File: src/rtl/baud_tick_gen_pkg.sv
// Shared constants for the baud tick generator: default clocking, divisor
// calculation and the smallest divisor a runtime write may install.
package baud_tick_gen_pkg;

    localparam int unsigned CLK_HZ_DEF     = 100_000_000;
    localparam int unsigned BAUD_DEF       = 9600;
    localparam int unsigned OVERSAMPLE_DEF = 16;
    localparam int unsigned DIV_W_DEF      = 16;
    localparam int unsigned MIN_DIV        = 2;

    // Clock cycles per oversample tick, truncated toward zero.
    function automatic int unsigned calc_div(
        input int unsigned clk_hz,
        input int unsigned baud,
        input int unsigned os
    );
        return clk_hz / (baud * os);
    endfunction

endpackage

File: src/rtl/baud_prescaler.sv
// Prescaler for the baud tick generator: counts 0..div_cur-1, emits a wrap
// pulse, and double-buffers divisor writes so a running period is never cut.
module baud_prescaler
    import baud_tick_gen_pkg::*;
#(
    parameter int unsigned DIV_W   = DIV_W_DEF,
    parameter int unsigned DEF_DIV = calc_div(CLK_HZ_DEF, BAUD_DEF, OVERSAMPLE_DEF)
) (
    input  logic             clk,
    input  logic             rst_n,
    input  logic             i_en,
    input  logic             i_resync,
    input  logic             i_div_wr,
    input  logic [DIV_W-1:0] i_div_in,
    output logic             o_wrap,
    output logic             o_div_err,
    output logic [DIV_W-1:0] o_div_cur
);

    logic [DIV_W-1:0] r_pcnt;
    logic [DIV_W-1:0] r_div_cur;
    logic [DIV_W-1:0] r_shadow;
    logic             r_div_err;

    logic             w_wr_ok;
    logic             w_wr_bad;
    logic [DIV_W-1:0] w_shadow_nxt;
    logic             w_at_end;
    logic             w_wrap;

    always_comb begin
        w_wr_ok      = i_div_wr && (i_div_in >= DIV_W'(MIN_DIV));
        w_wr_bad     = i_div_wr && (i_div_in <  DIV_W'(MIN_DIV));
        w_shadow_nxt = w_wr_ok ? i_div_in : r_shadow;
        // '>=' rather than '==' so a divisor shrunk while paused below the
        // frozen count still wraps on the next enabled cycle.
        w_at_end     = (r_pcnt >= (r_div_cur - DIV_W'(1)));
        w_wrap       = i_en && !i_resync && w_at_end;
    end

    always_ff @(posedge clk) begin
        if (!rst_n) begin
            r_pcnt    <= '0;
            r_div_cur <= DIV_W'(DEF_DIV);
            r_shadow  <= DIV_W'(DEF_DIV);
            r_div_err <= 1'b0;
        end else begin
            r_shadow  <= w_shadow_nxt;
            r_div_err <= w_wr_bad;
            if (i_resync) begin
                r_pcnt    <= '0;
                r_div_cur <= w_shadow_nxt;
            end else if (!i_en) begin
                r_div_cur <= w_shadow_nxt;
            end else if (w_at_end) begin
                r_pcnt    <= '0;
                r_div_cur <= w_shadow_nxt;
            end else begin
                r_pcnt    <= r_pcnt + DIV_W'(1);
            end
        end
    end

    assign o_wrap    = w_wrap;
    assign o_div_err = r_div_err;
    assign o_div_cur = r_div_cur;

endmodule

File: src/rtl/baud_tick_gen.sv
// Baud tick generator: oversample and baud strobes plus a 50% duty baud
// clock, with runtime divisor update and phase resync for RX alignment.
module baud_tick_gen
    import baud_tick_gen_pkg::*;
#(
    parameter int unsigned CLK_HZ     = CLK_HZ_DEF,
    parameter int unsigned BAUD       = BAUD_DEF,
    parameter int unsigned OVERSAMPLE = OVERSAMPLE_DEF,
    parameter int unsigned DIV_W      = DIV_W_DEF,
    parameter int unsigned DEF_DIV    = calc_div(CLK_HZ, BAUD, OVERSAMPLE)
) (
    input  logic             clk,
    input  logic             rst_n,
    input  logic             en,
    input  logic             resync,
    input  logic             div_wr,
    input  logic [DIV_W-1:0] div_in,
    output logic             tick_os,
    output logic             tick_baud,
    output logic             clk_out,
    output logic             div_err,
    output logic [DIV_W-1:0] div_cur
);

    localparam int unsigned OW = (OVERSAMPLE > 1) ? $clog2(OVERSAMPLE) : 1;

    logic [OW-1:0] r_ocnt;
    logic          r_tick_os;
    logic          r_tick_baud;
    logic          r_clk_out;

    logic          w_wrap;
    logic          w_ocnt_last;
    logic          w_ocnt_half;

    baud_prescaler #(
        .DIV_W   (DIV_W),
        .DEF_DIV (DEF_DIV)
    ) u_prescaler (
        .clk       (clk),
        .rst_n     (rst_n),
        .i_en      (en),
        .i_resync  (resync),
        .i_div_wr  (div_wr),
        .i_div_in  (div_in),
        .o_wrap    (w_wrap),
        .o_div_err (div_err),
        .o_div_cur (div_cur)
    );

    always_comb begin
        w_ocnt_last = (r_ocnt == OW'(OVERSAMPLE - 1));
        w_ocnt_half = (r_ocnt == OW'(OVERSAMPLE / 2 - 1));
    end

    // clk_out flips on the same edge that raises tick_os, at mid and end of
    // each baud period, so both halves are exactly OVERSAMPLE/2 ticks long.
    always_ff @(posedge clk) begin
        if (!rst_n) begin
            r_ocnt      <= '0;
            r_tick_os   <= 1'b0;
            r_tick_baud <= 1'b0;
            r_clk_out   <= 1'b0;
        end else begin
            r_tick_os   <= w_wrap;
            r_tick_baud <= w_wrap && w_ocnt_last;
            if (resync) begin
                r_ocnt    <= '0;
                r_clk_out <= 1'b0;
            end else if (w_wrap) begin
                r_ocnt <= w_ocnt_last ? '0 : r_ocnt + OW'(1);
                if (w_ocnt_last || w_ocnt_half) begin
                    r_clk_out <= ~r_clk_out;
                end
            end
        end
    end

    assign tick_os   = r_tick_os;
    assign tick_baud = r_tick_baud;
    assign clk_out   = r_clk_out;

endmodule

File: config.mk
export PLATFORM = sky130hd
export DESIGN_NAME = baud_tick_gen
export DESIGN_NICKNAME = d
export VERILOG_FILES = /design/src/rtl/baud_tick_gen_pkg.sv /design/src/rtl/baud_prescaler.sv /design/src/rtl/baud_tick_gen.sv
export SDC_FILE = /design/constraint.sdc
export NUM_CORES = 1
export LEC_CHECK = 0
export BUFFER_PORTS_ARGS = -buffer_cell sky130_fd_sc_hd__buf_2
export CAP_MARGIN = 5
export CORE_ASPECT_RATIO = 0.75
export CORE_MARGIN = 1
export CORE_UTILIZATION = 40
export CTS_BUF_LIST = sky130_fd_sc_hd__clkbuf_4
export DETAILED_ROUTE_END_ITERATION = 6
export GPL_ROUTABILITY_DRIVEN = 0
export PLACE_DENSITY = 0.67
export SLEW_MARGIN = 20
export SYNTH_ARGS = -nofsm -noshare
export SYNTH_HDL_FRONTEND = slang
export SYNTH_SLANG_ARGS = --single-unit
File: constraint.sdc
create_clock -name clk -period 9.2 [get_ports clk]
set_clock_uncertainty 0.1 [all_clocks]
set_input_delay 0.46 -clock clk [delete_from_list [all_inputs] [get_ports clk]]
set_output_delay 0.46 -clock clk [all_outputs]
set_load 0.01 [all_outputs]
==> impl_metrics.py, run 1 <==
metrics = {
    "clock_network": {
        "cts_hold_buf": 0,
        "worstSkewPairLatency_ns": 0.37,
        "clock-sinks": 56,
        "clk_transition_reported_paths_ns": 0.16,
        "cts_buffer_depth": 2,
        "cts_tree": "yes",
        "root_buffer": "clkbuf_4",
        "cts_buffers": 5,
        "cts_setup_buffers": 0,
        "h-tree-depth": 2,
        "post_cts_resized": 0,
    },
    "timing": {
        "clock.fmax_mhz": 237,
        "final-max-slew-violation-count": 0,
        "finalWorstSetupSlack_ns": 4.98,
        "fin_setup_tns_ns": 0,
        "fin_crit_ns": 4.22,
        "max_slew_margin": 0.292,
        "rsz0062_at_grt": "no",
        "fin_crit_sh": 0.459,
        "worst_pin_slew_ns": 1.05,
        "setup_violations": 0,
        "hold_slack_ns": 0.245,
        "hold_violations": 0,
    },
    "worst_hold_path": {
        "hp-start": "div_in[7]",
        "hold_class": "input port to register",
    },
    "setup_path": {
        "slowest_delay_ns": 0.94,
        "setup.worst_path.start_class": "register",
        "crit_chain": "or4_4 -> or4_4 -> nor3b_1 -> xnor2_1 -> ha_1 -> nand4_2 -> nor3_1 -> a211o_1 -> nor4_4 -> mux2_2",
        "critPathMostFrequentCell": "or4_4",
        "cp-end-kind": "register",
        "critPathSlowestCell": "nor4_4",
        "critical_path_arrival_ns": 4.40,
        "worstSetupStartpoint": "u_prescaler.o_div_cur[5]",
        "r2r_start": "u_prescaler.o_div_cur[5]",
        "cp.required_ns": 9.38,
        "cp_max_fo": 16,
        "critical_path_class": "register to register",
    },
    "detailed_routing": {
        "drtIter0Drc": 130,
        "drc": 0,
        "ant_nets": 0,
        "totalWireLength_um": 6580,
        "vias": 2460,
        "post_drt_via_cell_ratio": 5.26,
        "wire_per_inst_um": 14.1,
        "firstDrtPassIters": 4,
    },
    "yosys": {
        "syn_avg_cell_area_sq_um": 9.21,
        "synth-edff-count": 0,
        "synthFlopType": "dfxtp_1",
        "synth_nets": 373,
        "ys_seq_area_frac": 0.366,
        "synthCells": 333,
        "synth.cell_area_sq_mm": 0.00307,
        "ys_seq_elements": 56,
        "ys_warn_count": 0,
        "synth_cell_types": 48,
        "async_flop_share": 0,
    },
    "final_layout": {
        "diodes": 0,
        "fin_area_sq_mm": 0.00342,
        "drive_gt1_frac": 0.213,
        "areaGrowthSynthToFinish_pct": 11.4,
        "final_net_count": 407,
    },
    "grt": {
        "grt_usage": 0.177,
        "grt_start_max_net_pins": 37,
        "grt-ovfl-total": 0,
        "grt_pass1_vias": 2318,
        "antenna_found_initial": 0,
        "grt_pass1_wl_um": 11200,
    },
    "place": {
        "numPortBuffers": 40,
        "pre_cts_slack_ns": 5.02,
        "dp_hpwl_um": 5060,
        "placed_cell_area_sq_mm": 0.00332,
    },
    "power_and_ir_drop": {
        "power.leakage_nw": 1.33,
        "finalPower_uw": 478,
        "ir_worst_vdd_mv": 0.0632,
        "powerDensity_mw_per_mm2": 140,
    },
    "floorplan": {
        "core-area_sq_mm": 0.00736,
        "boundaryPins": 41,
        "rows": 27,
        "initial_utilization": 0.416,
        "die_width_um": 103,
        "die_h_um": 77.8,
        "dieArea_sq_mm": 0.00802,
    },
    "run": {
        "maxCapViolations": 0,
    },
    "run_status": {
        "status": "finished, final reports clean",
    },
}
[per-layer routing]
metal  wire [um]  global-route usage  vias up
met5           0                   0        -
met3         352              0.0423        7
met4          69              0.0380        0
met2        2720               0.249       45
li1            -                   -     1253
met1        3440               0.270     1155
[critical path, delay by kind of cell (launching register included)]
family / cells / cell delay (ns)
adder cells (fa/ha/maj): 1 / 0.28
flip-flops: 1 / 0.41
AND/OR/NAND/NOR: 6 / 2.43
XOR/XNOR: 1 / 0.16
AO/OA/AOI/OAI: 1 / 0.33
multiplexers: 1 / 0.42
[final timing paths]
| kind | end | slack (ns) | cells after the start |
|---|---|---|---|
| hold / removal | u_prescaler.r_shadow[7] | 0.25 | 3 |
| setup / recovery | u_prescaler.o_div_cur[0] | 4.98 | 10 |
| hold reg to reg | clk_out | 0.38 | 2 |
| setup reg to reg | u_prescaler.o_div_cur[0] | 4.98 | 10 |
[per-stage QoR]
| stage | std cells | util |
|---|---|---|
| 6_report | 468 | 0.464 |
| 5_1_grt | 468 | 0.464 |
| 4_1_cts | 468 | 0.464 |
| 3_5_place_dp | 461 | 0.451 |
| 3_3_place_gp | 461 | 0.451 |
| 2_1_floorplan | 333 | - |
[cell usage after synthesis, types with 4 or more instances]
cell | n | area, sq um
nand3_1 | 25 | 125
xnor2_1 | 16 | 140
clkbuf_1 | 6 | 22.5
mux2_2 | 16 | 180
nand2b_1 | 6 | 37.5
inv_1 | 6 | 22.5
nor4_1 | 6 | 37.5
nor3_1 | 26 | 130
a21boi_0 | 11 | 82.6
dfxtp_1 | 56 | 1120
xor2_1 | 13 | 114
nand2_1 | 42 | 158
a21oi_1 | 7 | 35.0
and2_1 | 11 | 68.8
ha_1 | 19 | 238
nand4_1 | 8 | 50.1
nor2_1 | 11 | 41.3
mux2i_1 | 4 | 40.0
[sequential cells by signal, summed over array words and instances (netlist names)]
register               count
tick_baud                  1
u_prescaler.o_div_err      1
u_prescaler.o_div_cur     16
r_ocnt                     4
tick_os                    1
u_prescaler.r_pcnt        16
clk_out                    1
u_prescaler.r_shadow      16
[area by class of cell]
class	count	area, sq um
well taps	101	126
clock inverters	2	60.1
fillers	737	3950
inverters	6	22.5
multi-input cells	258	1850
flip-flops and latches	56	1120
repair buffers	40	200
clock buffers	5	37.5
[cell families after synthesis]
family                   Yosys count  synth area share
multiplexers                      20            0.0718
buffers and inverters             19            0.0318
adder cells (fa/ha/maj)           19            0.0775
XOR/XNOR                          29            0.0828
AND/OR/NAND/NOR                  157             0.280
flip-flops                        56             0.366
AO/OA/AOI/OAI                     33            0.0902
[placed cells by master (no fill, tap or decap), types with 3 or more instances in the layout]
cell type   n
inv_1       6
nor2_1     11
nor3_1     26
xnor2_1    16
mux2i_1     4
buf_2      40
mux2_2     16
xor2_1     13
clkbuf_4    5
nand2_1    42
and2_1     11
nand2b_1    6
nand4_1     8
nand3_1    25
or4_4       3
a21oi_1     7
dfxtp_1    56
nor4_1      6
a21boi_0   11
ha_1       19
and3_1      3
[where the power goes]
part | leakage [nW] | internal (mW) | switching [mW] | total (mW)
Clock | 0.0513 | 0.0833 | 0.0756 | 0.159
Combinational | 0.824 | 0.0272 | 0.0323 | 0.0595
Sequential | 0.458 | 0.252 | 0.00829 | 0.260
Note: power is estimated with default switching activity, not from simulation.
==> run 2: changes to the inputs <==
Settings changed: ABC_AREA from default to 1, PLACE_DENSITY 0.67 to 0.69.
Clock period 9.2 ns to 3.7 ns, I/O delays scaled along.
==> run 2 against run 1 <==
Non-clock buffer count is 6 higher. Fmax is 26% higher. Final area is 3.8% higher. Die area is 2.6% higher. Worst hold slack worse by 0.21 ns. Utilization is 1.1 points higher. Sequential power grew to 2.5 times the previous value. Sequential share of layout area is 1.2 points lower. Largest cell class unchanged. Largest power group unchanged. Highest routed layer unchanged.
==> impl_metrics.py, run 2 <==
metrics = {
    "run_status": {
        "status": "finished, final reports clean",
    },
    "yosys": {
        "yosysMostFrequentCell": "nand2_1",
        "synth_cell_types": 32,
        "synthFlopType": "dfxtp_1",
        "ys_seq_area_frac": 0.356,
        "ys_seq_elements": 56,
        "synth_area_leaders": "dfxtp_1, nand2_1, nor2_1",
        "synth-edff-count": 0,
        "synth.cell_area_sq_mm": 0.00315,
        "synth_nets": 484,
        "async_flop_share": 0,
        "synthTopCellsByCount": "nand2_1, nor2_1, dfxtp_1",
        "synth_top_area_cell": "dfxtp_1",
        "synthCells": 444,
        "synth_top_area_share": 0.356,
        "ys_warn_count": 0,
        "syn_avg_cell_area_sq_um": 7.09,
    },
    "detailed_routing": {
        "vias": 2783,
        "wire_per_inst_um": 11.4,
        "drtIter0Drc": 121,
        "drc": 0,
        "totalWireLength_um": 6690,
        "firstDrtPassIters": 4,
        "ant_nets": 0,
        "post_drt_via_cell_ratio": 4.73,
    },
    "setup_path": {
        "slowest_delay_ns": 0.44,
        "critPathSlowestCell": "nand3_2",
        "setup.worst_path.start_class": "register",
        "critical_path_arrival_ns": 3.57,
        "cp_max_fo": 27,
        "worstSetupStartpoint": "u_prescaler.o_div_cur[0]",
        "critical_path_class": "register to register",
        "path_delay_family": "simple AND/OR/NAND/NOR gates",
        "path_buf_inv": 2,
        "cp-end-kind": "register",
        "cp.required_ns": 3.92,
        "crit_chain": "inv_1 -> ha_1 -> nand2_1 -> nor2_1 -> nand3_2 -> nor2_2 -> nand3b_1 -> nor2_1 -> xor2_1 -> inv_1 -> ha_1 -> nand2_1 -> o21ai_0 -> a21oi_2 -> nand3_2 -> nand2_1 -> nand2_1 -> nor2_1",
        "r2r_start": "u_prescaler.o_div_cur[0]",
        "critPathMostFrequentCell": "nand2_1",
    },
    "power_and_ir_drop": {
        "finalPower_mw": 1.17,
        "ir_worst_vdd_mv": 0.130,
        "power.leakage_nw": 1.74,
        "powerDensity_mw_per_mm2": 331,
    },
    "floorplan": {
        "die_h_um": 78.8,
        "boundaryPins": 41,
        "dieArea_sq_mm": 0.00823,
        "die_width_um": 104,
        "initial_utilization": 0.422,
        "core-area_sq_mm": 0.00747,
        "rows": 27,
    },
    "clock_network": {
        "clk_transition_reported_paths_ns": 0.16,
        "cts_buffer_depth": 2,
        "cts_tree": "yes",
        "clock-sinks": 56,
        "h-tree-depth": 2,
        "root_buffer": "clkbuf_4",
        "worstSkewPairLatency_ns": 0.38,
        "cts_buffers": 5,
        "post_cts_resized": 0,
    },
    "grt": {
        "antenna_found_initial": 0,
        "grt_usage": 0.171,
        "grt_start_max_net_pins": 28,
        "grt_pass1_vias": 2683,
        "grt_pass1_wl_um": 11600,
        "grt-ovfl-total": 0,
    },
    "timing": {
        "setup_violations": 0,
        "final-max-slew-violation-count": 0,
        "fin_crit_sh": 0.904,
        "rsz0062_at_grt": "no",
        "fin_crit_ns": 3.35,
        "worst_pin_slew_ns": 0.506,
        "hold_violations": 0,
        "fin_setup_tns_ns": 0,
        "clock.fmax_mhz": 299,
        "max_slew_margin": 0.662,
    },
    "final_layout": {
        "fin_area_sq_mm": 0.00355,
        "areaGrowthSynthToFinish_pct": 12.6,
        "final_cell_mix": "nand2_1, nor2_1, dfxtp_1",
        "diodes": 0,
        "final_net_count": 526,
        "layout_commonest_cell": "nand2_1",
        "drive_gt1_frac": 0.146,
    },
    "place": {
        "placed_cell_area_sq_mm": 0.00342,
        "numPortBuffers": 40,
        "dp_hpwl_um": 5170,
    },
    "worst_hold_path": {
        "hold_class": "input port to register",
        "hp-start": "en",
    },
    "run": {
        "maxCapViolations": 0,
    },
}
-- run 2: cell types whose count changed in the layout (fill, tap and decap cells not counted), sizes merged, moves of 12 or more --
cell and change:
mux2 -16, nand3 +12, and2 -12, nor2 +66, nand2 +72, inv +48
nor3 -19
-- run 2: worst min-delay path, stage by stage --
cell	delay [ns]
buf_2	0.16
nand2_1	0.09
a21oi_1	0.06
-- run 2: layer usage --
layer	vias up	routed length [um]	track usage
li1	1478	-	-
met1	1258	3540	0.232
met2	42	2890	0.285
met3	5	210	0.0312
met4	0	43	0.0357
met5	-	0	0
-- run 2: timing repair --
item	4_1_cts	5_1_grt
setup buffers	0	0
hold endpoints to repair	5	0
hold buffers	5	0
-- run 2: cell type report --
class | instances | area, sq um
clock inverter | 3 | 42.5
timing repair buffer | 46 | 258
multi-input combinational | 323 | 1760
tap | 101 | 126
clock buffer | 5 | 37.5
sequential | 56 | 1120
inverter | 54 | 203
fill | 778 | 3920
-- run 2: metrics by stage --
step | instances | hold WS, ns | worst slack, ns | utilization
CTS | 588 | 0.0105 | 0.316 | 0.475
floorplan | 444 | 0.213 | 0.897 | -
global route | 588 | 0.0286 | 0.0154 | 0.475
finish | 588 | 0.0389 | 0.354 | 0.475
global placement | 575 | 0.334 | 0.591 | 0.458
detailed placement | 575 | 0.338 | 0.369 | 0.458
-- run 2: worst paths after layout --
check                           slack (ns)                   endpoint  depth (start not counted)
worst min register to register        0.37    u_prescaler.r_shadow[1]                          2
worst min-delay path                  0.04      u_prescaler.r_pcnt[0]                          3
worst max-delay path                  0.35  u_prescaler.o_div_cur[13]                         18
worst max register to register        0.35  u_prescaler.o_div_cur[13]                         18
-- run 2: logic make-up after synthesis --
group	synth area share
AOI/OAI and AO/OA	0.0330
xor gates and xnor gates	0.0668
adders and majority gates	0.0755
buffers and inverters	0.0855
DFF	0.356
and+or+nand+nor	0.383
-- run 2: where the power goes --
group / leakage (nW) / switching (mW) / internal [mW]
Combinational: 1.24 / 0.109 / 0.0724
Clock: 0.0428 / 0.194 / 0.142
Sequential: 0.460 / 0.0238 / 0.631
